--- src/rtl/traffic_pkg.sv ---
// rtl/traffic_pkg.sv - shared state encodings and default timing for the traffic controller
//
// Exports ped_state_t and emg_state_t, used by the request front end.
// Exports the default timing constants, which the controller also reads for its timers.
package traffic_pkg;

  typedef enum logic [1:0] {
    P_IDLE,
    P_PENDING,
    P_SERVING,
    P_COOLDOWN
  } ped_state_t;

  typedef enum logic [1:0] {
    E_OFF,
    E_ON,
    E_HOLD
  } emg_state_t;

  localparam int DEF_DEBOUNCE_CYCLES = 4;
  localparam int DEF_COOLDOWN_CYCLES = 10;
  localparam int DEF_EMG_HOLD_CYCLES = 8;

endpackage

--- src/rtl/input_conditioner.sv ---
// rtl/input_conditioner.sv - 2-flop synchronizer, debounce and rising-edge detect for one raw input
//
// Ports:
//   clk, rst_n  clock and synchronous active-low reset
//   raw_in      asynchronous raw field input
//   level_out   debounced level
//   rise_pulse  one-cycle pulse when level_out rises
module input_conditioner #(
  parameter int DEBOUNCE_CYCLES = 4
) (
  input  logic clk,
  input  logic rst_n,
  input  logic raw_in,
  output logic level_out,
  output logic rise_pulse
);

  localparam int CNT_W = $clog2(DEBOUNCE_CYCLES + 1);
  localparam logic [CNT_W-1:0] CNT_LAST = CNT_W'(DEBOUNCE_CYCLES - 1);

  logic             sync1_q, sync1_d;
  logic             sync2_q, sync2_d;
  logic             db_q, db_d;
  logic             db_prev_q, db_prev_d;
  logic [CNT_W-1:0] cnt_q, cnt_d;

  always_comb begin
    sync1_d   = raw_in;
    sync2_d   = sync1_q;
    db_prev_d = db_q;
    db_d      = db_q;
    cnt_d     = '0;
    // Any cycle where the synchronized input agrees with db restarts the run.
    if (sync2_q != db_q) begin
      if (cnt_q == CNT_LAST) begin
        db_d  = ~db_q;
        cnt_d = '0;
      end else begin
        cnt_d = cnt_q + CNT_W'(1);
      end
    end
  end

  always_ff @(posedge clk) begin
    if (!rst_n) begin
      sync1_q   <= 1'b0;
      sync2_q   <= 1'b0;
      db_q      <= 1'b0;
      db_prev_q <= 1'b0;
      cnt_q     <= '0;
    end else begin
      sync1_q   <= sync1_d;
      sync2_q   <= sync2_d;
      db_q      <= db_d;
      db_prev_q <= db_prev_d;
      cnt_q     <= cnt_d;
    end
  end

  assign level_out  = db_q;
  assign rise_pulse = db_q & ~db_prev_q;

endmodule

--- src/rtl/traffic_request_frontend.sv ---
// rtl/traffic_request_frontend.sv - conditions pedestrian button and emergency preempt for the controller
//
// Ports:
//   clk, rst_n          clock and synchronous active-low reset
//   ped_button_raw      asynchronous pedestrian push-button
//   emg_preempt_raw     asynchronous emergency preemption contact
//   pedestrian_walk     grant from the controller, high while pedestrians cross
//   pedestrian_request  held request to the controller until walk is granted
//   emergency           emergency level with release hold
//   ped_wait_lamp       "request registered" indicator on the button housing
module traffic_request_frontend
  import traffic_pkg::*;
#(
  parameter int DEBOUNCE_CYCLES = DEF_DEBOUNCE_CYCLES,
  parameter int COOLDOWN_CYCLES = DEF_COOLDOWN_CYCLES,
  parameter int EMG_HOLD_CYCLES = DEF_EMG_HOLD_CYCLES
) (
  input  logic clk,
  input  logic rst_n,
  input  logic ped_button_raw,
  input  logic emg_preempt_raw,
  input  logic pedestrian_walk,
  output logic pedestrian_request,
  output logic emergency,
  output logic ped_wait_lamp
);

  localparam int CD_W = $clog2(COOLDOWN_CYCLES + 1);
  localparam int EH_W = $clog2(EMG_HOLD_CYCLES + 1);
  localparam logic [CD_W-1:0] CD_LOAD = CD_W'(COOLDOWN_CYCLES - 1);
  localparam logic [EH_W-1:0] EH_LOAD = EH_W'(EMG_HOLD_CYCLES - 1);

  logic ped_level, ped_press;
  logic emg_level, emg_rise;

  // The pedestrian FSM needs only the press pulse, and the emergency FSM only the level.
  logic unused_cond;
  assign unused_cond = ped_level ^ emg_rise;

  input_conditioner #(.DEBOUNCE_CYCLES(DEBOUNCE_CYCLES)) u_ped_cond (
    .clk        (clk),
    .rst_n      (rst_n),
    .raw_in     (ped_button_raw),
    .level_out  (ped_level),
    .rise_pulse (ped_press)
  );

  input_conditioner #(.DEBOUNCE_CYCLES(DEBOUNCE_CYCLES)) u_emg_cond (
    .clk        (clk),
    .rst_n      (rst_n),
    .raw_in     (emg_preempt_raw),
    .level_out  (emg_level),
    .rise_pulse (emg_rise)
  );

  ped_state_t      ped_state_q, ped_state_d;
  logic [CD_W-1:0] cd_cnt_q, cd_cnt_d;
  logic            deferred_q, deferred_d;
  emg_state_t      emg_state_q, emg_state_d;
  logic [EH_W-1:0] hold_cnt_q, hold_cnt_d;

  always_comb begin
    ped_state_d = ped_state_q;
    cd_cnt_d    = cd_cnt_q;
    deferred_d  = deferred_q;
    case (ped_state_q)
      P_IDLE: begin
        if (ped_press) ped_state_d = P_PENDING;
      end
      P_PENDING: begin
        // A press coinciding with the grant is absorbed by the grant.
        if (pedestrian_walk) ped_state_d = P_SERVING;
      end
      P_SERVING: begin
        if (!pedestrian_walk) begin
          ped_state_d = P_COOLDOWN;
          cd_cnt_d    = CD_LOAD;
          deferred_d  = 1'b0;
        end
      end
      P_COOLDOWN: begin
        if (cd_cnt_q == '0) begin
          ped_state_d = (deferred_q || ped_press) ? P_PENDING : P_IDLE;
          deferred_d  = 1'b0;
        end else begin
          cd_cnt_d = cd_cnt_q - CD_W'(1);
          if (ped_press) deferred_d = 1'b1;
        end
      end
      default: ped_state_d = P_IDLE;
    endcase
  end

  always_comb begin
    emg_state_d = emg_state_q;
    hold_cnt_d  = hold_cnt_q;
    case (emg_state_q)
      E_OFF: begin
        if (emg_level) emg_state_d = E_ON;
      end
      E_ON: begin
        if (!emg_level) begin
          emg_state_d = E_HOLD;
          hold_cnt_d  = EH_LOAD;
        end
      end
      E_HOLD: begin
        // Re-assertion wins even on the final hold cycle.
        if (emg_level) begin
          emg_state_d = E_ON;
        end else if (hold_cnt_q == '0) begin
          emg_state_d = E_OFF;
        end else begin
          hold_cnt_d = hold_cnt_q - EH_W'(1);
        end
      end
      default: emg_state_d = E_OFF;
    endcase
  end

  always_ff @(posedge clk) begin
    if (!rst_n) begin
      ped_state_q <= P_IDLE;
      cd_cnt_q    <= '0;
      deferred_q  <= 1'b0;
      emg_state_q <= E_OFF;
      hold_cnt_q  <= '0;
    end else begin
      ped_state_q <= ped_state_d;
      cd_cnt_q    <= cd_cnt_d;
      deferred_q  <= deferred_d;
      emg_state_q <= emg_state_d;
      hold_cnt_q  <= hold_cnt_d;
    end
  end

  assign pedestrian_request = (ped_state_q == P_PENDING);
  assign ped_wait_lamp      = (ped_state_q == P_PENDING) ||
                              ((ped_state_q == P_COOLDOWN) && deferred_q);
  assign emergency          = (emg_state_q != E_OFF);

endmodule

--- config.mk ---
export PLATFORM = sky130hd
export DESIGN_NAME = traffic_request_frontend
export DESIGN_NICKNAME = d
export VERILOG_FILES = /design/src/rtl/traffic_pkg.sv /design/src/rtl/input_conditioner.sv /design/src/rtl/traffic_request_frontend.sv
export SDC_FILE = /design/constraint.sdc
export NUM_CORES = 1
export LEC_CHECK = 0
export BUFFER_PORTS_ARGS = -buffer_cell sky130_fd_sc_hd__buf_2
export CORE_ASPECT_RATIO = 1.75
export CORE_UTILIZATION = 30
export CTS_BUF_LIST = sky130_fd_sc_hd__clkbuf_8
export DETAILED_ROUTE_END_ITERATION = 12
export PLACE_DENSITY = 0.56
export SYNTH_ARGS = -nofsm -noshare
export SYNTH_HDL_FRONTEND = slang
export SYNTH_SLANG_ARGS = --single-unit
--- constraint.sdc ---
create_clock -name clk -period 3.85 [get_ports clk]
set_input_delay 0.385 -clock clk [delete_from_list [all_inputs] [get_ports clk]]
set_output_delay 0.385 -clock clk [all_outputs]
set_load 0.05 [all_outputs]
# Word-level counts from Yosys, hierarchy flattened
# Index checks and enable logic that the tools add are counted.
dict set report op_classes {
  addsub 4
  n_eq_ne 20
  n_mux 22
  bitwise 7
  reduce_logical 19
}
# op n
set ops {}
lappend ops {{4-bit 2-to-1 mux} 5}
lappend ops {{2-bit 2-to-1 mux} 8}
lappend ops {{2-bit != test (second input constant)} 8}
lappend ops {{4-bit case mux with 2 select lines} 2}
lappend ops {{3-bit AND reduction} 3}
lappend ops {{4-bit zero test} 2}
lappend ops {{2-bit case mux with 4 select lines} 1}
lappend ops {{4-bit AND reduction} 2}
lappend ops {{4-bit by 1-bit subtractor with 4-bit output (second input constant)} 2}
lappend ops {{3-bit by 1-bit adder with 3-bit output (second input constant)} 2}
lappend ops {{2-bit equality test (second input constant)} 3}
lappend ops {{3-bit by 2-bit equality test with 1-bit output (second input constant)} 2}
lappend ops {{1-bit inverter} 6}
lappend ops {{2-bit case mux with 3 select lines} 1}
lappend ops {{2-bit nonzero test} 3}
lappend ops {{3-bit OR reduction} 2}
lappend ops {{2-bit by 1-bit equality test with 1-bit output (second input constant)} 2}
lappend ops {{2-bit zero test} 2}
lappend ops {{1-bit 2-to-1 mux} 4}
lappend ops {{2-bit AND reduction} 2}
lappend ops {{3-bit by 2-bit != test with 1-bit output (second input constant)} 1}
lappend ops {{3-bit != test (second input constant)} 1}
lappend ops {{1-bit logical OR} 2}
lappend ops {{1-bit != test} 2}
lappend ops {{other kinds (4)} 4}
dict set report word_totals {
  reg_bits 26
  input_bits 5
  output_inout_bits 3
  wordCells 86
}

# Depth between registers and ports, before layout
dict set report logic_depth {
  ltp_word 6
  depth_mapped 6
  depth_no_buf 6
}

# Hierarchy
# From an unflattened synthesis, not the netlist that was laid out.
dict set report unflattened {
  cells_unflattened 132
  area_unflattened_um2 1317.5
}
# mod n_inst cells_per_inst area_each_um2 seq_area_each_um2
set modules_own_cells {}
lappend modules_own_cells {traffic_request_frontend 1 92 819.5 260.2}
lappend modules_own_cells {input_conditioner 2 20 249.0 140.1}

# Least setup slack after synthesis
# Ideal clock, no wire load.
dict set report synth_path {
  path_type {reg-to-reg}
  from {register ped_state_q[1]}
  to {register ped_state_q[0]}
  setup_ps 116
  arrival_ps 1709
  t_required_ps 3734
  slack_ps 2025
  stages_incl_launch_ff 7
  path_buffers 0
  synth_period_minus_slack_ps 1825
  path_cell_list {dfxtp_1 inv_1 ha_1 mux2_2 a221oi_4 a211oi_1 a31o_1}
}
dict set report synth_via {
  elab_chain_cells 3
  word_cells_on_any_way 10
}
# element line_no
set synth_lines {}
lappend synth_lines {{from (decl)} traffic_request_frontend.sv:56} ;# ped_state_t ped_state_q, ped_state_d;
lappend synth_lines {{from (signal assigned)} traffic_request_frontend.sv:129} ;# ped_state_q <= ped_state_d;
lappend synth_lines {{2-bit by 1-bit equality test with 1-bit output *} -}
lappend synth_lines {{via pedestrian_request} traffic_request_frontend.sv:23} ;# output logic pedestrian_request,
lappend synth_lines {{2-bit != test (no source line)} -}
lappend synth_lines {{4-bit AND reduction (no source line)} -}
# Mark *: on every way through the listed nets, which the timed path passes. The rest lies on a longest branch.
# A chain may end at the register's enable or synchronous reset.

# Final worst setup path
dict set report layout_path {
  from {register ped_state_q[1]}
  to {output port ped_wait_lamp}
}
dict set report layout_via {
  elab_chain_cells 3
  word_cells_on_any_way 4
}
# element line_no
set layout_lines {}
lappend layout_lines {{2-bit equality test} traffic_request_frontend.sv:139} ;# ((ped_state_q == P_COOLDOWN) && deferred_q);
lappend layout_lines {{1-bit logical AND} traffic_request_frontend.sv:139}
lappend layout_lines {{1-bit logical OR *} traffic_request_frontend.sv:138} ;# assign ped_wait_lamp = (ped_state_q == P_PENDING) ||
lappend layout_lines {{to (decl)} traffic_request_frontend.sv:25} ;# output logic ped_wait_lamp
# Every way passes the cells marked *; elsewhere a longest branch is shown, timed or not.

==> results.txt <==
Outcome -> finished clean
Die footprint -> 4400 um^2
Row Count -> 30
Worst path top cell family by delay -> flip-flops
FF+latch count, synth -> 26
Largest net degree at the start of global routing -> 16
Maximum net fanout on the critical path -> 8
Final nets -> 155
Placed Instances -> 181
Vias in the first global route -> 854
Antenna violations before repair -> 0
R2r worst-path depth -> 4
Final Critical Period -> 1.86 ns
Post-synth net total -> 146
First-pass GRT wire length -> 3770 um
Bufs on Longest Clock Path -> 2
Hold Vio Cnt, Final -> 0
Gate count after technology mapping -> 129
CP startpoint -> ped_state_q[1]$_SDFFE_PN0P_
Total clock sinks -> 26
FF+latch area -> 520 um^2
Ys flop type -> dfxtp_1
WP depth -> 3
Worst Clk Skew -> 0.00340 ns
Slew @ Worst Pin -> 0.537 ns
1st-iter DRT viols -> 28
PwrDens -> 391 nW/um^2
Hold_buf cts -> 0
Crit path cell chain -> ha_1, a21o_1, buf_2
Root buf cell -> clkbuf_8
Leakage power -> 0.557 nW
Drt pass-1 iters -> 4
Cell area after layout -> 1390 um^2
Setup Fix Bufs, Post-CTS -> 0
Highest Clock Rate -> 0.537 GHz
Multi-input combinational cell area -> 656 um^2
Final slew viol count -> 0
Chip height -> 87.0 um
Top Ports -> 8
Post-Syn Area -> 1240 um^2
Post-Layout Cell Count -> 185
Avg WL per Cell -> 12.2 um
Critical path type -> reg -> out
Fraction of registers with async set/reset -> 0%
Peak VDD IR -> 0.000266 V
Layout area overhead -> 12.2%
Worst-path clk slew -> 0.09 ns
Number of flops mapped to enable cells by yosys -> 0
Post-CTS sizing -> 0
Die Width -> 50.6 um
I/O Buffers -> 7
Commonest non-fill, non-tap cell in the layout -> dfxtp_1
Layout cell share with drive strength beyond 1 -> 16.8%
RSZ-0062 raised after global routing -> false
Via Count -> 878
Hold/Removal Path Class -> in -> reg
Clock Latency Late Sink -> 0.27 ns
Startpoint types -> register
Critical R2R Capture -> cd_cnt_q[2]$_SDFFE_PN0P_
Data required, critical path -> 3.46 ns
# DRC -> 0
CTS tree -> done
Crit path capture type -> output pin
Placed cell area -> 1320 um^2
R2R Path Start -> ped_state_q[1]$_SDFFE_PN0P_
Placer Congestion -> 0.883
Netlist cell types -> 40
Setup_tns -> 0 ns
Most frequent cells in the layout -> dfxtp_1, nor2_1, inv_1, ha_1
Slew Limit Headroom -> 64.1%
Aggregate routed wire length -> 2270 um
Setup crit end -> ped_wait_lamp
Ys Warns -> 0
FF-to-FF setup slack -> 2.10 ns
CP arrival -> 1.48 ns
Antenna-violating nets left -> 0
Syn avg cell area -> 9.61 um^2
Crit-path slowest cell -> dfxtp_1
Inserted Diodes -> 0
Initial core utilization -> 31.8%
Post-synthesis sequential area ratio -> 42.0%
Global-route usage over all layers -> 11.4%
HPWL Detailed -> 1810 um
Final Cycle Share -> 48.4%
Via density -> 4.75
Grt ovf -> 0
Max stage delay on crit path -> 0.42 ns
Number of fill cells in the layout -> 418
Worst Path Buf+Inv -> 1
H-tree lvl count -> 1
Final setup fails -> 0
Area of the core -> 3900 um^2
Max_cap viols -> 0
TritonCTS buffer count -> 3
==> cell type report <==
type / instances / share of cell area (%)
Tap cell: 48 / 4.32
Timing Repair Buffer: 7 / 2.52
Multi-Input combinational cell: 87 / 47.1
Inverter: 13 / 3.51
Sequential cell: 26 / 37.4
Clock inverter: 1 / 2.16
Clock buffer: 3 / 2.97
==> registers in the layout, summed over array words and instances (netlist names), 2 cells and up <==
register and count:
cd_cnt_q 4, emg_state_q 2, hold_cnt_q 4, ped_state_q 2, u_emg_cond.cnt_q 3, u_ped_cond.cnt_q 3
==> worst min-delay path by stage <==
stage | depth (start not counted) | to | start
2_1_floorplan | 1 | u_emg_cond.cnt_q[0]$_SDFF_PP0_ | u_emg_cond.cnt_q[0]$_SDFF_PP0_
3_3_place_gp | 1 | u_ped_cond.cnt_q[0]$_SDFF_PP0_ | u_ped_cond.cnt_q[0]$_SDFF_PP0_
3_5_place_dp | 1 | u_ped_cond.cnt_q[0]$_SDFF_PP0_ | u_ped_cond.cnt_q[0]$_SDFF_PP0_
4_1_cts | 2 | u_emg_cond.sync1_q$_SDFF_PN0_ | emg_preempt_raw
5_1_grt | 2 | u_ped_cond.sync1_q$_SDFF_PN0_ | ped_button_raw
6_report | 2 | u_ped_cond.sync1_q$_SDFF_PN0_ | ped_button_raw
==> synthesized netlist by cell type, types with 2 or more instances <==
| master | number | area (um^2) |
|---|---|---|
| or2_2 | 2 | 12.5 |
| ha_1 | 12 | 150 |
| a211oi_1 | 4 | 30.0 |
| or3_1 | 2 | 12.5 |
| a21o_1 | 2 | 15.0 |
| dfxtp_1 | 26 | 521 |
| mux2i_1 | 3 | 30.0 |
| nor3b_1 | 2 | 15.0 |
| nor2_1 | 15 | 56.3 |
| clkbuf_1 | 2 | 7.51 |
| a21oi_1 | 5 | 25.0 |
| and2_1 | 7 | 43.8 |
| nand2_1 | 7 | 26.3 |
| inv_1 | 13 | 48.8 |
| xnor2_1 | 2 | 17.5 |
==> routing by layer <==
metal,wire length [um],vias to the layer above,share of wire (%),GRT usage [%]
li1,-,451,-,-
met1,882,408,39,11.7
met2,1270,13,56,21.2
met3,45,6,2.0,1.57
met4,67,0,3.0,7.07
met5,0,-,0,0
==> through the flow <==
stage	hold WS (ns)	setup slack (ns)	util (%)	total power [mW]
finish	0.324	1.99	35.6	0.544
global route	0.305	1.87	35.6	0.571
CTS	0.316	1.98	35.6	0.553
detailed placement	0.417	2.11	33.8	0.329
global placement	0.406	2.15	33.8	0.327
floorplan	0.399	2.03	-	0.318
==> power by group <==
part / internal, mW / total, mW / switching (mW) / leakage [nW]
Sequential: 0.273 / 0.276 / 0.00320 / 0.210
Clock: 0.139 / 0.222 / 0.0834 / 0.0357
Combinational: 0.0171 / 0.0457 / 0.0286 / 0.311
==> kinds of logic after synthesis <==
| group | after synthesis | synth area share, % |
|---|---|---|
| mux | 4 | 3.33 |
| fa+ha+maj | 12 | 12.1 |
| flops | 26 | 42.0 |
| compound gates | 23 | 15.7 |
| simple gates | 46 | 20.3 |
| xor+xnor | 2 | 1.41 |
| buf+inv | 16 | 5.15 |
(Power assumes the default switching activity.)
